**config.mk**
```make
export PLATFORM = sky130hd
export DESIGN_NAME = instr_fetch_unit
export DESIGN_NICKNAME = d
export VERILOG_FILES = /design/src/rtl/core_pkg.sv /design/src/rtl/fetch_fifo.sv /design/src/rtl/instr_fetch_unit.sv
export SDC_FILE = /design/constraint.sdc
export NUM_CORES = 1
export LEC_CHECK = 0
export ABC_AREA = 1
export BUFFER_PORTS_ARGS = -buffer_cell sky130_fd_sc_hd__buf_4
export CORE_ASPECT_RATIO = 0.9
export CORE_MARGIN = 2
export CORE_UTILIZATION = 45
export CTS_CLUSTER_DIAMETER = 200
export DETAILED_ROUTE_END_ITERATION = 10
export HOLD_SLACK_MARGIN = 0.03
export PLACE_DENSITY = 0.74
export SYNTH_ARGS = -nofsm -noshare
export SYNTH_HDL_FRONTEND = slang
export SYNTH_SLANG_ARGS = --single-unit
```
**constraint.sdc**
```tcl
create_clock -name clk_i -period 7.3 [get_ports clk_i]
set_input_delay 0.365 -clock clk_i [delete_from_list [all_inputs] [get_ports clk_i]]
set_output_delay 0.365 -clock clk_i [all_outputs]
set_load 0.005 [all_outputs]
```
**src/rtl/core_pkg.sv**
```systemverilog
// Shared fetch-stage types and constants: FIFO entry layout, alignment mask, FSM encodings.
package core_pkg;

  localparam int unsigned INSTR_ADDR_WIDTH = 32;
  localparam int unsigned INSTR_WORD_WIDTH = 32;

  localparam logic [INSTR_ADDR_WIDTH-1:0] INSTR_ALIGN_MASK = 32'hFFFF_FFFC;

  typedef struct packed {
    logic [INSTR_ADDR_WIDTH-1:0] pc;
    logic [INSTR_WORD_WIDTH-1:0] instr;
  } fetch_entry_t;

  typedef logic [0:0] fetch_state_t;
  localparam fetch_state_t FETCH_IDLE = 1'b0;
  localparam fetch_state_t FETCH_REQ  = 1'b1;

endpackage

```
**src/rtl/fetch_fifo.sv**
```systemverilog
// Small synchronous FIFO of fetch entries with flush; head is read combinationally from storage.
module fetch_fifo
  import core_pkg::*;
#(
  parameter int unsigned DEPTH = 2
) (
  input  logic                     clk_i,
  input  logic                     rst_ni,
  input  logic                     flush_i,
  input  logic                     push_i,
  input  fetch_entry_t             data_i,
  input  logic                     pop_i,
  output fetch_entry_t             data_o,
  output logic                     full_o,
  output logic                     empty_o,
  output logic [$clog2(DEPTH):0]   count_o
);

  localparam int unsigned PtrW = $clog2(DEPTH);

  fetch_entry_t     mem_q [DEPTH];
  logic [PtrW-1:0]  wptr_q, rptr_q;
  logic [PtrW:0]    count_q;
  logic             do_push, do_pop;

  assign empty_o = (count_q == '0);
  assign full_o  = (count_q == (PtrW+1)'(DEPTH));
  assign count_o = count_q;
  assign data_o  = mem_q[rptr_q];

  // A push into a full FIFO is accepted only when the head leaves in the same cycle.
  assign do_pop  = pop_i & ~empty_o;
  assign do_push = push_i & (~full_o | do_pop);

  always_ff @(posedge clk_i or negedge rst_ni) begin
    if (!rst_ni) begin
      wptr_q  <= '0;
      rptr_q  <= '0;
      count_q <= '0;
      for (int i = 0; i < int'(DEPTH); i++) begin
        mem_q[i] <= '0;
      end
    end else if (flush_i) begin
      wptr_q  <= '0;
      rptr_q  <= '0;
      count_q <= '0;
    end else begin
      if (do_push) begin
        mem_q[wptr_q] <= data_i;
        wptr_q        <= wptr_q + PtrW'(1);
      end
      if (do_pop) begin
        rptr_q <= rptr_q + PtrW'(1);
      end
      count_q <= count_q + (PtrW+1)'(do_push) - (PtrW+1)'(do_pop);
    end
  end

endmodule

```
**src/rtl/instr_fetch_unit.sv**
```systemverilog
// Fetch stage: credit-limited instruction memory requests, PC-tagged prefetch buffer, redirect
// handling with stale-response discard.
module instr_fetch_unit
  import core_pkg::*;
#(
  parameter int unsigned           ADDR_WIDTH   = INSTR_ADDR_WIDTH,
  parameter int unsigned           DATA_WIDTH   = INSTR_WORD_WIDTH,
  parameter logic [ADDR_WIDTH-1:0] BOOT_ADDRESS = '0,
  parameter int unsigned           FIFO_DEPTH   = 2
) (
  input  logic                  clk_i,
  input  logic                  rst_ni,
  input  logic                  fetch_en_i,
  output logic                  instr_req_o,
  output logic [ADDR_WIDTH-1:0] instr_addr_o,
  input  logic                  instr_gnt_i,
  input  logic                  instr_rvalid_i,
  input  logic [DATA_WIDTH-1:0] instr_rdata_i,
  output logic                  instr_valid_o,
  output logic [DATA_WIDTH-1:0] instr_rdata_o,
  output logic [ADDR_WIDTH-1:0] instr_pc_o,
  input  logic                  instr_ready_i,
  input  logic                  branch_i,
  input  logic [ADDR_WIDTH-1:0] branch_target_i,
  output logic                  busy_o
);

  localparam int unsigned        CntW       = $clog2(FIFO_DEPTH) + 1;
  localparam logic [CntW:0]      DepthLimit = (CntW+1)'(FIFO_DEPTH);

  fetch_state_t          state_q, state_d;
  logic [ADDR_WIDTH-1:0] pc_q, pc_d;
  logic [ADDR_WIDTH-1:0] redir_pc_q, redir_pc_d;
  logic                  redir_q, redir_d;
  logic [CntW-1:0]       out_q, out_d;
  logic [CntW-1:0]       discard_q, discard_d;

  logic                  gnt_fire, rvalid_fire, drop, push, pop;
  logic [ADDR_WIDTH-1:0] target_aligned;
  logic [CntW-1:0]       buf_count, count_next;
  logic [CntW:0]         occ_next;
  logic                  credit_ok;

  fetch_entry_t          pcq_push_data, pcq_head, buf_push_data, buf_head;
  logic                  pcq_full, pcq_empty, buf_full, buf_empty;
  logic [CntW-1:0]       pcq_count;
  logic                  unused_sigs;

  assign gnt_fire       = (state_q == FETCH_REQ) & instr_gnt_i;
  // Responses with nothing outstanding (e.g. left over from before a reset) are ignored.
  assign rvalid_fire    = instr_rvalid_i & (out_q != '0);
  assign drop           = rvalid_fire & (branch_i | (discard_q != '0));
  assign push           = rvalid_fire & ~drop;
  assign pop            = instr_valid_o & instr_ready_i & ~branch_i;
  assign target_aligned = branch_target_i & INSTR_ALIGN_MASK[ADDR_WIDTH-1:0];

  assign out_d      = out_q + CntW'(gnt_fire) - CntW'(rvalid_fire);
  assign count_next = branch_i ? '0 : (buf_count + CntW'(push) - CntW'(pop));
  assign occ_next   = {1'b0, out_d} + {1'b0, count_next};
  assign credit_ok  = (occ_next < DepthLimit);

  always_comb begin
    pc_d       = pc_q;
    redir_d    = redir_q;
    redir_pc_d = redir_pc_q;
    discard_d  = discard_q;
    if (rvalid_fire && (discard_q != '0)) begin
      discard_d = discard_q - CntW'(1);
    end
    if (gnt_fire) begin
      if (redir_q) begin
        // The request held across a redirect was to the old path: drop its response.
        pc_d      = redir_pc_q;
        redir_d   = 1'b0;
        discard_d = discard_d + CntW'(1);
      end else begin
        pc_d = pc_q + ADDR_WIDTH'(4);
      end
    end
    if (branch_i) begin
      discard_d = out_d;
      if ((state_q == FETCH_REQ) && !instr_gnt_i) begin
        redir_d    = 1'b1;
        redir_pc_d = target_aligned;
      end else begin
        pc_d    = target_aligned;
        redir_d = 1'b0;
      end
    end
  end

  always_comb begin
    state_d = state_q;
    case (state_q)
      FETCH_IDLE: begin
        if (fetch_en_i && credit_ok) state_d = FETCH_REQ;
      end
      FETCH_REQ: begin
        if (gnt_fire) state_d = (fetch_en_i && credit_ok) ? FETCH_REQ : FETCH_IDLE;
      end
      default: state_d = FETCH_IDLE;
    endcase
  end

  always_ff @(posedge clk_i or negedge rst_ni) begin
    if (!rst_ni) begin
      state_q    <= FETCH_IDLE;
      pc_q       <= BOOT_ADDRESS;
      redir_pc_q <= '0;
      redir_q    <= 1'b0;
      out_q      <= '0;
      discard_q  <= '0;
    end else begin
      state_q    <= state_d;
      pc_q       <= pc_d;
      redir_pc_q <= redir_pc_d;
      redir_q    <= redir_d;
      out_q      <= out_d;
      discard_q  <= discard_d;
    end
  end

  // PC queue tracks every granted request, including ones whose response will be dropped.
  assign pcq_push_data = '{pc: pc_q, instr: '0};

  fetch_fifo #(
    .DEPTH (FIFO_DEPTH)
  ) u_pc_queue (
    .clk_i   (clk_i),
    .rst_ni  (rst_ni),
    .flush_i (1'b0),
    .push_i  (gnt_fire),
    .data_i  (pcq_push_data),
    .pop_i   (rvalid_fire),
    .data_o  (pcq_head),
    .full_o  (pcq_full),
    .empty_o (pcq_empty),
    .count_o (pcq_count)
  );

  assign buf_push_data = '{pc: pcq_head.pc, instr: instr_rdata_i};

  fetch_fifo #(
    .DEPTH (FIFO_DEPTH)
  ) u_instr_buf (
    .clk_i   (clk_i),
    .rst_ni  (rst_ni),
    .flush_i (branch_i),
    .push_i  (push),
    .data_i  (buf_push_data),
    .pop_i   (pop),
    .data_o  (buf_head),
    .full_o  (buf_full),
    .empty_o (buf_empty),
    .count_o (buf_count)
  );

  assign unused_sigs = ^{pcq_head.instr, pcq_full, pcq_empty, pcq_count, buf_full};

  assign instr_req_o   = (state_q == FETCH_REQ);
  assign instr_addr_o  = pc_q;
  assign instr_valid_o = ~buf_empty;
  assign instr_rdata_o = buf_head.instr;
  assign instr_pc_o    = buf_head.pc;
  assign busy_o        = (out_q != '0) | ~buf_empty;

endmodule

```
==> out/metrics.cfg <==
[status]
outcome = finished, final reports clean

[timing]
fmaxAchievable_mhz = 337.5
tightestPinTransition_ns = 1.276
report.final.slew_viol_count = 0
postLayoutSetupSlackWorst_ns = 4.337
timing_hold_violations_final = 0
grt_setup_unrepaired = false
final_period_minus_worst_setup_slack_ns = 2.963
aggregate_negative_setup_slack_ns = 0
post-route-period-util_pct = 40.59
skew_ns = 0.01026
slew-limit-headroom_pct = 14.86
finalSetupViolations = 0

[synth]
synth_simple_gate_area_share_pct = 20.85
area_fraction_in_compound_gates_after_synthesis_pct = 12.05
synth_top_family_by_area = simple AND/OR/NAND/NOR gates
synth_cell_types = 33
synth.area.mux_share_pct = 4.557
synth_seq_area_share_pct = 53.21
area_share_of_fa_ha_maj_cells_after_synthesis_pct = 1.152
mappedNetlistArea_um2 = 12600
synth-xor-area-share_pct = 0.8339
avgSynthCellArea_um2 = 8.259
ys_ff_latch = 268
synth_nets = 1608
yosys_warnings = 0
syn-instance-count = 1526

[floorplanning]
die_w_um = 180.4
floorplan.die_area_um2 = 29360
rows = 58
floorplan.core_area_um2 = 27720
die_height_um = 162.8
initial_utilization_pct = 45.46
ioPinCount = 170

[drt]
drt_wl_total_um = 32060
first_iter_violations = 990
drtAntennaViolNets = 0
drc = 0
avgViaCountPerCell = 5.137
first_pass_iters = 7
avgRoutedWirePerCell_um = 15.67
vias = 10510

[worst_setup_path]
critPathCapture = instr_rdata_o[29]
critical-path-slowest-cell = inv_1
cp_max_fo = 48
required_ns = 6.93
regToRegStartpoint = out_q[1]
crit_path_cells = buf_4 > inv_1 > nand2_1 > nand2_1 > buf_4
setup.worst_path.start = u_instr_buf.rptr_q
worst_setup_path_start_kind = register
r2r.worst_path.cells = 8
timing.critical_path.to_type = output port
r2r_slack_ns = 4.38
setup.worst_path.class = reg -> out
worstPathArrival_ns = 2.60
cp_slowest_stage_delay_ns = 0.97
regToRegEndpoint = u_instr_buf.mem_q[27]

[clock_network]
cts_root_buffer = clkbuf_16
cts-buffers-inserted = 29
ctsLongestPathBuffers = 3
path_clk_slew_ns = 0.07
clkSinkCount = 268
clkLatencyLatePin_ns = 0.56
tritoncts_clock_tree = yes
htree_num_levels = 1

[finish]
layout_common_cells = nand2_1, dfrtp_1, o21ai_0
mostFrequentLayoutCell = nand2_1
syn2layout_area_growth_pct = 19.27
drive_gt1_share_pct = 17.08
num-nets-final = 1748
antenna_cells_inserted = 0
final_core_utilization_pct = 54.22
layout.filler_cells = 2550

[global_routing]
antenna_found_initial = 0
grt_pass1_vias = 10120
grt_usage_pct = 21.78
grt_max_degree = 128
globalRoute.totalOverflow = 0
grt_first_pass_wirelength_um = 52120

[power]
power_switching_w = 0.002216
power.density_nw_per_um2 = 405.8
cellInternalPower_w = 0.003884
comb_power_share_pct = 35.4
ir_worst_vdd_mv = 0.2097
pwr-share-seq_pct = 41.2
clock_share_of_power_pct = 23.4
leakage_nw = 7.658
switching_share_pct = 36.33

[place]
dp_hpwl_um = 21210
io_buffers = 167
placement.setup.worst_slack_ns = 4.373
gp_congestion = 0.9553

[hold_path]
min-delay-path-class = in -> reg

[job]
maxcap_viol_count = 0

## cells by family after synthesis
| logic type | after synthesis |
|---|---|
| mux | 51 |
| flops | 268 |
| xor+xnor | 12 |
| fa+ha+maj | 11 |
| simple gates | 673 |
| compound gates | 283 |
| buf+inv | 228 |
## cells in the mapped netlist (all sizes together)
cell type / instances / share of area [%]
or2: 3 / 0.15
nand4: 4 / 0.20
dfrtp: 268 / 53
nand3: 44 / 1.7
ha: 10 / 0.99
o211ai: 5 / 0.30
o21ai: 230 / 9.3
nor2: 91 / 2.8
a221oi: 13 / 0.90
nand2: 527 / 16
mux2: 51 / 4.6
o22ai: 1 / 0.050
o21bai: 1 / 0.060
a31oi: 2 / 0.099
a22oi: 8 / 0.48
xnor2: 6 / 0.42
clkbuf: 55 / 1.6
or3: 1 / 0.050
xor2: 6 / 0.42
a21oi: 23 / 0.91
nor3: 3 / 0.12
buf: 21 / 1.2
fa: 1 / 0.16
clkinv: 1 / 0.030
inv: 151 / 4.5
## area by class of cell
class                   instances  area (µm²)  area share (%)
multi-input cells            1030        4971           33.07
clock buffers                  43       828.3           5.510
clock inverters                 8       95.09          0.6326
flip-flops and latches        268        6708           44.62
well taps                     360       450.4           2.997
repair buffers                185        1409           9.372
inverters                     152       570.5           3.796
## registers in the layout, summed over array words and instances, names as in the netlist, 2 cells and up
name	flops
u_instr_buf.mem_q	128
u_pc_queue.mem_q	64
instr_addr_o	32
redir_pc_q	30
discard_q	2
out_q	2
u_instr_buf.count_o	2
u_pc_queue.count_o	2
## through the flow
| stage | instances | cell area, µm² | total power, W | hold WS, ns |
|---|---|---|---|---|
| floorplan | 1526 | 12600 | 0.003751 | 0.06941 |
| global placement | 1990 | 14060 | 0.004586 | 0.4538 |
| detailed placement | 1990 | 14060 | 0.004680 | 0.4585 |
| CTS | 2046 | 15030 | 0.006147 | 0.03226 |
| global route | 2046 | 15030 | 0.006562 | 0.03931 |
| finish | 2046 | 15030 | 0.006100 | 0.04308 |
## critical path: cells and delay by family, from the launching register on
| kind | cells | cell delay (ns) |
|---|---|---|
| buf+inv | 3 | 1.35 |
| simple gates | 2 | 0.26 |
| flops | 1 | 0.38 |
## metal layers
metal | routed length (µm) | global-route usage [%] | vias to the layer above
met1 | 15380 | 32.56 | 4957
met4 | 730 | 5.242 | 0
li1 | - | - | 5142
met5 | 0 | 0 | -
met3 | 2185 | 3.332 | 44
met2 | 13770 | 33.45 | 368
## how the worst min path moves through the flow
| stage | from | endpoint | cells after the start |
|---|---|---|---|
| after global placement | u_instr_buf.mem_q[48] | u_instr_buf.mem_q[48] | 2 |
| final | branch_target_i[20] | redir_pc_q[20] | 2 |
| after global routing | branch_target_i[21] | redir_pc_q[21] | 2 |
| after floorplan | rst_ni | discard_q[0] | 0 |
| after detailed placement | u_instr_buf.mem_q[36] | u_instr_buf.mem_q[36] | 2 |
| after CTS | branch_target_i[20] | redir_pc_q[20] | 2 |
## repair_timing
item	CTS	global route
buffers inserted	0	0
hold buffers	5	0
hold endpoints to repair	130	0
endpoints found under the setup margin	0	0
resized for setup	0	0
## power groups by stage
stage	registers, W	clock network [W]	logic (W)
floorplan	0.00240	0	0.00135
global placement	0.00249	0	0.00209
detailed placement	0.00252	0	0.00216
CTS	0.00251	0.00146	0.00218
global route	0.00259	0.00152	0.00245
finish	0.00252	0.00143	0.00216
No activity file was read; power rests on OpenSTA's default activity.
